--- src/rtl/multi_precision_mac8.sv ---
// multi_precision_mac8 -- registered multi-precision multiply-accumulate slice.
//
// Splits an unsigned 8-bit data word into 1, 2 or 4 lanes (8/4/2-bit), multiplies
// each lane by a signed weight of selectable precision (converted to sign/magnitude)
// and sums the lane products. A standalone signed-to-sign/magnitude lane converter
// shares the same conversion function. All outputs are registered (latency 1).
//
// Optional feature: define MULT_SAT_EN to saturate 'mul' to [-128, 127];
// otherwise 'mul' is the low byte of the signed sum.
//
// Ports:
//   clk, rst          rising-edge clock, synchronous active-high reset
//   d                 unsigned data word
//   w1..w4            signed weights for lanes 0..3
//   convtypeD/W       data/weight precision: 01=2b, 10=4b, 11=8b, 00=invalid
//   addL_res_o        signed sum of lane products (19 bits)
//   addM_res_o        unsigned sum of lane product magnitudes (15 bits)
//   mul               signed 8-bit result derived from addL_res_o
//   sm_d_in           converter input, lanes of two's-complement values
//   sm_convtype       converter lane precision
//   sm_sign           converter per-lane sign bits
//   sm_d_out          converter per-lane magnitudes
module multi_precision_mac8 (
   input  logic               clk,
   input  logic               rst,
   input  logic [7:0]         d,
   input  logic [7:0]         w1,
   input  logic [7:0]         w2,
   input  logic [7:0]         w3,
   input  logic [7:0]         w4,
   input  logic [1:0]         convtypeD,
   input  logic [1:0]         convtypeW,
   output logic signed [18:0] addL_res_o,
   output logic [14:0]        addM_res_o,
   output logic signed [7:0]  mul,
   input  logic [7:0]         sm_d_in,
   input  logic [1:0]         sm_convtype,
   output logic [3:0]         sm_sign,
   output logic [7:0]         sm_d_out
);

   // Lane k of v at precision ct, zero-extended; lanes beyond 8/P read as 0.
   function automatic logic [7:0] lane_of(input logic [7:0] v, input logic [1:0] ct,
                                          input logic [1:0] k);
      logic [7:0] r;
      r = '0;
      case (ct)
         2'b01: r = {6'b0, v[{k, 1'b0} +: 2]};
         2'b10: if (!k[1]) r = {4'b0, v[{k[0], 2'b00} +: 4]};
         2'b11: if (k == 2'd0) r = v;
         default: r = '0;
      endcase
      return r;
   endfunction

   // Bit offset of lane k inside a packed lane vector.
   function automatic logic [2:0] lane_shift(input logic [1:0] ct, input logic [1:0] k);
      logic [2:0] s;
      s = '0;
      case (ct)
         2'b01:   s = {k, 1'b0};
         2'b10:   s = {k[0], 2'b00};
         default: s = '0;
      endcase
      return s;
   endfunction

   // {sign, magnitude} of the low P bits of v read as two's complement.
   // The most negative value maps to magnitude 2^(P-1), which still fits in P bits.
   function automatic logic [8:0] to_sm(input logic [7:0] v, input logic [1:0] ct);
      logic       sgn;
      logic [7:0] mag;
      sgn = 1'b0;
      mag = '0;
      case (ct)
         2'b01: begin
            sgn = v[1];
            mag = {6'b0, sgn ? 2'(2'd0 - v[1:0]) : v[1:0]};
         end
         2'b10: begin
            sgn = v[3];
            mag = {4'b0, sgn ? 4'(4'd0 - v[3:0]) : v[3:0]};
         end
         2'b11: begin
            sgn = v[7];
            mag = sgn ? 8'(8'd0 - v) : v;
         end
         default: begin
            sgn = 1'b0;
            mag = '0;
         end
      endcase
      return {sgn, mag};
   endfunction

   logic [7:0]         w_arr [4];
   logic [7:0]         lane_d;
   logic [8:0]         w_sm;
   logic [15:0]        prod;
   logic signed [18:0] sum_l_d;
   logic [14:0]        sum_m_d;
   logic signed [7:0]  mul_d;
   logic [8:0]         sm_lane;
   logic [3:0]         sm_sign_d;
   logic [7:0]         sm_out_d;

   assign w_arr[0] = w1;
   assign w_arr[1] = w2;
   assign w_arr[2] = w3;
   assign w_arr[3] = w4;

   // Invalid precision needs no explicit gating: lane_of/to_sm return 0 for 00,
   // so every product, and therefore both sums, collapse to 0.
   always_comb begin
      sum_l_d = '0;
      sum_m_d = '0;
      lane_d  = '0;
      w_sm    = '0;
      prod    = '0;
      for (int k = 0; k < 4; k++) begin
         lane_d  = lane_of(d, convtypeD, 2'(k));
         w_sm    = to_sm(w_arr[k], convtypeW);
         prod    = 16'(lane_d) * 16'(w_sm[7:0]);
         sum_m_d = 15'(16'(sum_m_d) + prod);
         if (w_sm[8]) sum_l_d = sum_l_d - signed'({3'b0, prod});
         else         sum_l_d = sum_l_d + signed'({3'b0, prod});
      end
   end

   always_comb begin
      mul_d = sum_l_d[7:0];
`ifdef MULT_SAT_EN
      if (sum_l_d > 19'sd127) begin
         mul_d = 8'sh7f;
      end else if (sum_l_d < -19'sd128) begin
         mul_d = 8'sh80;
      end
`endif
   end

   always_comb begin
      sm_sign_d = '0;
      sm_out_d  = '0;
      sm_lane   = '0;
      for (int k = 0; k < 4; k++) begin
         sm_lane      = to_sm(lane_of(sm_d_in, sm_convtype, 2'(k)), sm_convtype);
         sm_sign_d[k] = sm_lane[8];
         sm_out_d     = sm_out_d | (sm_lane[7:0] << lane_shift(sm_convtype, 2'(k)));
      end
   end

   always_ff @(posedge clk) begin
      if (rst) begin
         addL_res_o <= '0;
         addM_res_o <= '0;
         mul        <= '0;
         sm_sign    <= '0;
         sm_d_out   <= '0;
      end else begin
         addL_res_o <= sum_l_d;
         addM_res_o <= sum_m_d;
         mul        <= mul_d;
         sm_sign    <= sm_sign_d;
         sm_d_out   <= sm_out_d;
      end
   end

endmodule

--- config.mk ---
export PLATFORM = sky130hd
export DESIGN_NAME = multi_precision_mac8
export DESIGN_NICKNAME = d
export VERILOG_FILES = /design/src/rtl/multi_precision_mac8.sv
export SDC_FILE = /design/constraint.sdc
export NUM_CORES = 1
export LEC_CHECK = 0
export ABC_AREA = 1
export CAP_MARGIN = 20
export CORE_MARGIN = 3
export CORE_UTILIZATION = 56
export CTS_BUF_LIST = sky130_fd_sc_hd__clkbuf_8
export CTS_CLUSTER_DIAMETER = 60
export DETAILED_ROUTE_END_ITERATION = 10
export PLACE_DENSITY_LB_ADDON = 0.3
export RECOVER_POWER = 50
export SLEW_MARGIN = 20
export SYNTH_ARGS = -nofsm -noshare
export SYNTH_HDL_FRONTEND = slang
export SYNTH_SLANG_ARGS = --single-unit
export TNS_END_PERCENT = 50
--- constraint.sdc ---
create_clock -name clk -period 9.2 [get_ports clk]
set_clock_uncertainty 0.05 [all_clocks]
set_input_delay 1.38 -clock clk [delete_from_list [all_inputs] [get_ports clk]]
set_output_delay 1.38 -clock clk [all_outputs]
set_load 0.005 [all_outputs]
After elaboration in Yosys (flattened, before gate mapping)
Index checks and enable logic that the tools add are counted.
{ "totals": {"ff_bits": 54, "latch_bits": 0, "ram_bits": 0, "mem_bits_ro": 0, "memories": 0, "out_inout_bits": 54, "wordCells": 113} }
{ "classes": {"shifts": 3, "bitwise_logic": 3, "eq_ne": 9, "order_cmp": 0, "n_mux": 55, "n_addsub": 34, "reduce_logical": 0, "multipliers": 4, "div": 0} }
{ "op_table": {"columns": ["op", "n"], "rows": [
  ["case mux 8 bit (3 select lines)", 10],
  ["2-to-1 mux 19 bit", 4],
  ["2-to-1 mux 8 bit", 8],
  ["subtractor 1 x 8 -> 8 bit, first input constant", 8],
  ["adder 15 bit", 3],
  ["adder 19 x 11 -> 19 bit", 2],
  ["subtractor 19 x 11 -> 19 bit", 2],
  ["2-to-1 mux 4 bit", 8],
  ["subtractor 1 x 4 -> 4 bit, first input constant", 8],
  ["2-to-1 mux 2 bit", 12],
  ["bitwise OR 8 bit", 3],
  ["case mux 1 bit (3 select lines)", 8],
  ["left shift 8 x 3 -> 8 bit", 3],
  ["multiplier 2 x 8 -> 10 bit", 2],
  ["adder 19 x 13 -> 19 bit", 1],
  ["subtractor 19 x 13 -> 19 bit", 1],
  ["subtractor 1 x 16 -> 17 bit, first input constant", 1],
  ["multiplier 8 x 8 -> 16 bit", 1],
  ["case mux 4 bit (2 select lines)", 2],
  ["subtractor 1 x 2 -> 2 bit, first input constant", 8],
  ["== test 2 bit, second input constant", 6],
  ["multiplier 4 x 8 -> 12 bit", 1],
  ["case mux 3 bit (2 select lines)", 2],
  ["== test 2 x 1 -> 1 bit, second input constant", 3],
  ["2-to-1 mux 3 bit", 1]
]} }

Longest topological paths before layout
{ "depth": {"word_depth": 12, "mapped_depth": 56, "mapped_depth_nobuf": 55} }

Worst setup path before layout
No wires, ideal clock.
{ "synth_path": {"path_kind": "input to register", "start": "in w1[7]", "end": "reg addL_res_o[18]", "path_buffers": 1, "required_ps": 9035, "slack_ps": -438, "arrival_time_ps": 9473, "stages": 51, "cell_sequence": "clkbuf_1 > inv_1 > nor2_1 > inv_1 > nor4_1 > inv_1 > nor2_1 > fa_1 > fa_1 > fa_1 > inv_1 > fa_1 > inv_1 > ha_1 > nand2_1 > inv_1 > nand2_1 > inv_1 > [15 not listed] > xor2_1 > inv_1 > ha_1 > inv_1 > nor3_1 > nor3b_1 > nand4_1 > nand3_1 > xor2_1 > ha_1 > inv_1 > nor3_1 > nand4_1 > o221ai_1 > xor2_1 > inv_1 > a21oi_1 > nor2_1"} }
{ "synth_between": {"elab_chain_cells": 12, "elab_cells_between_ends": 16, "classes_between": "add/sub (8); mul (1); mux (7)"} }
{ "synth_lines": {"columns": ["element", "line_no", "source"], "rows": [
  ["from (decl)", "27", "input logic [7:0] w1,"],
  ["subtractor 1 x 8 -> 8 bit", "86", "mag = sgn ? 8'(8'd0 - v) : v;"],
  ["2-to-1 mux 8 bit", "86", null],
  ["case mux 8 bit (3 select lines)", "75", "case (ct)"],
  ["multiplier 8 x 8 -> 16 bit", "123", "prod = 16'(lane_d) * 16'(w_sm[7:0]);"],
  ["subtractor 1 x 16 -> 17 bit", "125", "if (w_sm[8]) sum_l_d = sum_l_d - signed'({3'b0, prod});"],
  ["2-to-1 mux 19 bit *", "125", null],
  ["adder 19 x 13 -> 19 bit / subtractor 19 x 13 -> 19 bit (equally long branches)", "126, 125", null],
  ["2-to-1 mux 19 bit *", "125", null],
  ["adder 19 x 11 -> 19 bit / subtractor 19 x 11 -> 19 bit (equally long branches)", "126, 125", null],
  ["2-to-1 mux 19 bit *", "125", null],
  ["adder 19 x 11 -> 19 bit / subtractor 19 x 11 -> 19 bit (equally long branches)", "126, 125", null],
  ["2-to-1 mux 19 bit *", "125", null],
  ["to (signal assigned)", "160", "addL_res_o <= sum_l_d;"],
  ["to (decl)", "33", "output logic signed [18:0] addL_res_o,"]
]} }
Mark *: on every way between the ends. The rest lies on a longest branch, timed or not.
A chain may end at the register's enable or synchronous reset.

Final worst setup path
{ "layout_path": {"start": "in w1[5]", "end": "reg addL_res_o[18]"} }
{ "layout_between": {"elab_chain_cells": 12, "elab_cells_between_ends": 15, "classes_between": "add/sub (8); mul (1); mux (6)"} }
{ "layout_lines": {"columns": ["element", "line_no"], "rows": [
  ["subtractor 1 x 8 -> 8 bit", "86"],
  ["2-to-1 mux 8 bit *", "86"],
  ["case mux 8 bit (3 select lines) *", "75"],
  ["multiplier 8 x 8 -> 16 bit *", "123"],
  ["subtractor 1 x 16 -> 17 bit", "125"],
  ["2-to-1 mux 19 bit *", "125"],
  ["adder 19 x 13 -> 19 bit / subtractor 19 x 13 -> 19 bit (equally long branches)", "126, 125"],
  ["2-to-1 mux 19 bit *", "125"],
  ["adder 19 x 11 -> 19 bit / subtractor 19 x 11 -> 19 bit (equally long branches)", "126, 125"],
  ["2-to-1 mux 19 bit *", "125"],
  ["adder 19 x 11 -> 19 bit / subtractor 19 x 11 -> 19 bit (equally long branches)", "126, 125"],
  ["2-to-1 mux 19 bit *", "125"]
]} }
Marked as above.

==> impl_metrics.yaml <==
floorplan:
  rows: 52
  ios: 110
  die_w_um: 152.4
  die_y_um: 152.4
  dieArea_mm2: 0.02321
  coreArea_mm2: 0.02062
  start_util_pct: 58.15
finish:
  diodes: 0
  multiInputGateArea_mm2: 0.01044
  final_nets: 2622
  area.sequential_um2: 920.9
  final.fill_count: 1376
  fin_area_mm2: 0.01682
  drive_gt1_share_pct: 24.08
  areaGrowthSynthToFinish_pct: 40.27
timing:
  hold_viol_final: 0
  period_share_pct: 103.9
  period_minus_slack_ps: 9556
  finalMaxSlewViolations: 0
  max_slew.worst_pin.slew_ps: 986.7
  setup_viol: 2
  max_freq_ghz: 0.1047
  hold_ws_ps: 1685
  maxSlewHeadroom_pct: 34.01
  rsz0062_at_grt: "true"
  finalWorstSetupSlack_ps: -355.6
  finalSetupTns_ps: -434.9
drt:
  drt_iter0_markers: 1041
  vias_per_cell: 5.592
  dr.pass1.iters: 7
  wl_met3_mm: 2.814
  routed_wirelength_mm: 41.82
  met1_length_mm: 16.47
  drc_errors: 0
  routed.top_layer: "met4"
  wl_per_cell_um: 16.11
  ant_nets: 0
  vias: 14520
  route.met2.wl_mm: 20.16
synth:
  synth_nets: 2208
  synth_area_mm2: 0.01199
  synth_top_family_by_area: "adder cells"
  syn_inst: 1911
  yosys.area_share.simple_pct: 27.79
  synth_area_per_cell_um2: 6.276
  synth.ff_latch_count: 46
  seq_area_frac_synth_pct: 7.678
  synth_xor_area_share_pct: 6.697
  synthAdderAreaFrac_pct: 29.71
  yosysTopAreaCellShare_pct: 17.53
  ys_top_cells_by_area: "ha_1, nand2_1, fa_1"
  synthMuxAreaShare_pct: 0
  synth_compound_area_share_pct: 14.68
  yosys_warnings: 0
  yosysUniqueCellTypes: 52
  yosysTopAreaCell: "ha_1"
global_routing:
  first_global_vias: 13720
  grt_overflow: 0
  antenna_found_initial: 0
  grt_pass1_wl_mm: 63.40
  grtUsageTotal_pct: 31.92
  grt_max_degree: 26
placement:
  place_ws_ps: -1122
  numPortBuffers: 109
  gp_congestion: 0.9470
  place_area_mm2: 0.01545
  dp_hpwl_mm: 31.45
cts:
  htreeDepth: 2
  clkTransAtPathRegs_ps: 100
  cts_sinks: 46
  cts-root-buf: "clkbuf_8"
  cts_made_buffers: 5
  clk_path_buf_depth: 2
  cts_tree: "built"
setup_path:
  slowest_delay_ps: 550
  cp.arrival_ps: 9730
  cp-startpoint: "w1[5]"
  cpMostUsedCell: "inv_1"
  crit_type: "input port to flop"
  required_ps: 9370
  slowest_stage: "fa_1"
  critPathLaunchType: "input port"
  endpoint_kind: "flop"
  crit_end: "addL_res_o[18]"
  cp_max_fo: 5
job:
  maxCapViolCount: 0
outcome:
  outcome: "finished with violations"
  violations: "negative setup slack"
power:
  ir_drop_uv: 478.8
  p_leak_uw: 0.009175
  power_density_mw_per_mm2: 343.6
min_path:
  min_path_type: "input port to flop"
  hold_depth: 3
==> per-layer routing <==
metal / vias to the layer above / GRT usage, %
met1: 6715 / 39.42
li1: 6938 / -
met5: - / 0
met2: 672 / 58.55
met4: 0 / 10.10
met3: 192 / 2.954
==> cell usage in the layout, fill, tap and decap left out, types with 62 or more instances in the layout <==
cell / Yosys / final
nand2_1: 432 / 393
inv_1: 387 / 351
buf_4: 8 / 312
nor2_1: 193 / 160
ha_1: 168 / 146
a21oi_1: 136 / 107
nand3_1: 93 / 86
fa_1: 73 / 71
o21ai_0: 78 / 69
xor2_1: 68 / 62
==> per-stage QoR <==
step | instances | util [%] | total power (uW)
finish | 2596 | 81.57 | 5780
global route | 2596 | 81.57 | 6282
CTS | 2586 | 78.88 | 5255
detailed placement | 2544 | 74.92 | 4910
global placement | 2544 | 74.92 | 4788
floorplan | 1911 | - | 2813
==> worst max-delay path: cells and delay by family <==
kind                     cells  cell delay, ps
adder cells (fa/ha/maj)      8            3210
AND/OR/NAND/NOR             16            1850
XOR/XNOR                     4             680
AO/OA/AOI/OAI                9            1410
buffers and inverters       10            1200
==> flip-flops by register name, summed over array words and instances, names as in the netlist <==
signal / flops
addM_res_o: 15
addL_res_o: 19
sm_d_out: 8
sm_sign: 4
==> repair_timing <==
| item | CTS | global route |
|---|---|---|
| endpoints found under the setup margin | 8 | 10 |
| cloned | 0 | 0 |
| pin swaps | 74 | 76 |
| gates resized for setup | 150 | 148 |
| hold buffers | 0 | 0 |
| buffers inserted | 34 | 10 |
==> worst min path at each step <==
| stage | startpoint | slack (ps) | to |
|---|---|---|---|
| after detailed placement | sm_d_in[5] | 2000 | sm_sign[2] |
| final | sm_d_in[5] | 1680 | sm_sign[2] |
| after CTS | sm_d_in[5] | 1660 | sm_sign[2] |
| after global routing | sm_d_in[5] | 1710 | sm_sign[2] |
| after global placement | sm_d_in[5] | 2020 | sm_sign[2] |
| after floorplan | sm_d_in[7] | 1470 | sm_sign[3] |
==> Yosys cell counts (all sizes together) <==
cell     instances
nand3b           8
buf             11
nor3            30
o31ai            7
dfxtp           46
o22ai            6
and3             1
ha             168
a21o             4
inv            394
clkinv           1
a21oi          136
clkbuf          13
a21boi           4
o221ai           4
xor2            69
nor4             7
a22oi            3
xnor2           21
o21a            10
nand3           94
a32o             2
a41oi            1
o21bai           5
fa              73
nand4           29
nand2          435
o2111ai          2
a211o            1
o211ai          13
a211oi           2
a31oi            8
o41ai            2
nor2           197
a221oi           1
o21ai           97
o311ai           3
nor3b            1
or2              2
==> final cells by class <==
type / count / share of cell area (%)
multi-input combinational: 1446 / 62.05
sequential: 46 / 5.474
inverter: 395 / 8.873
tap: 270 / 2.008
clock inverter: 3 / 0.2454
clock buffer: 5 / 0.4090
timing repair buffer: 431 / 20.94
==> cell families after synthesis <==
kind of cell / Yosys count
flip-flops: 46
AND/OR/NAND/NOR: 804
buffers and inverters: 419
XOR/XNOR: 90
AO/OA/AOI/OAI: 311
adder cells (fa/ha/maj): 241
==> power breakdown <==
group          internal [uW]  switching [uW]
registers                259            10.8
clock network           80.0            71.9
logic                   2600            2760
No activity file was read; power rests on OpenSTA's default activity.
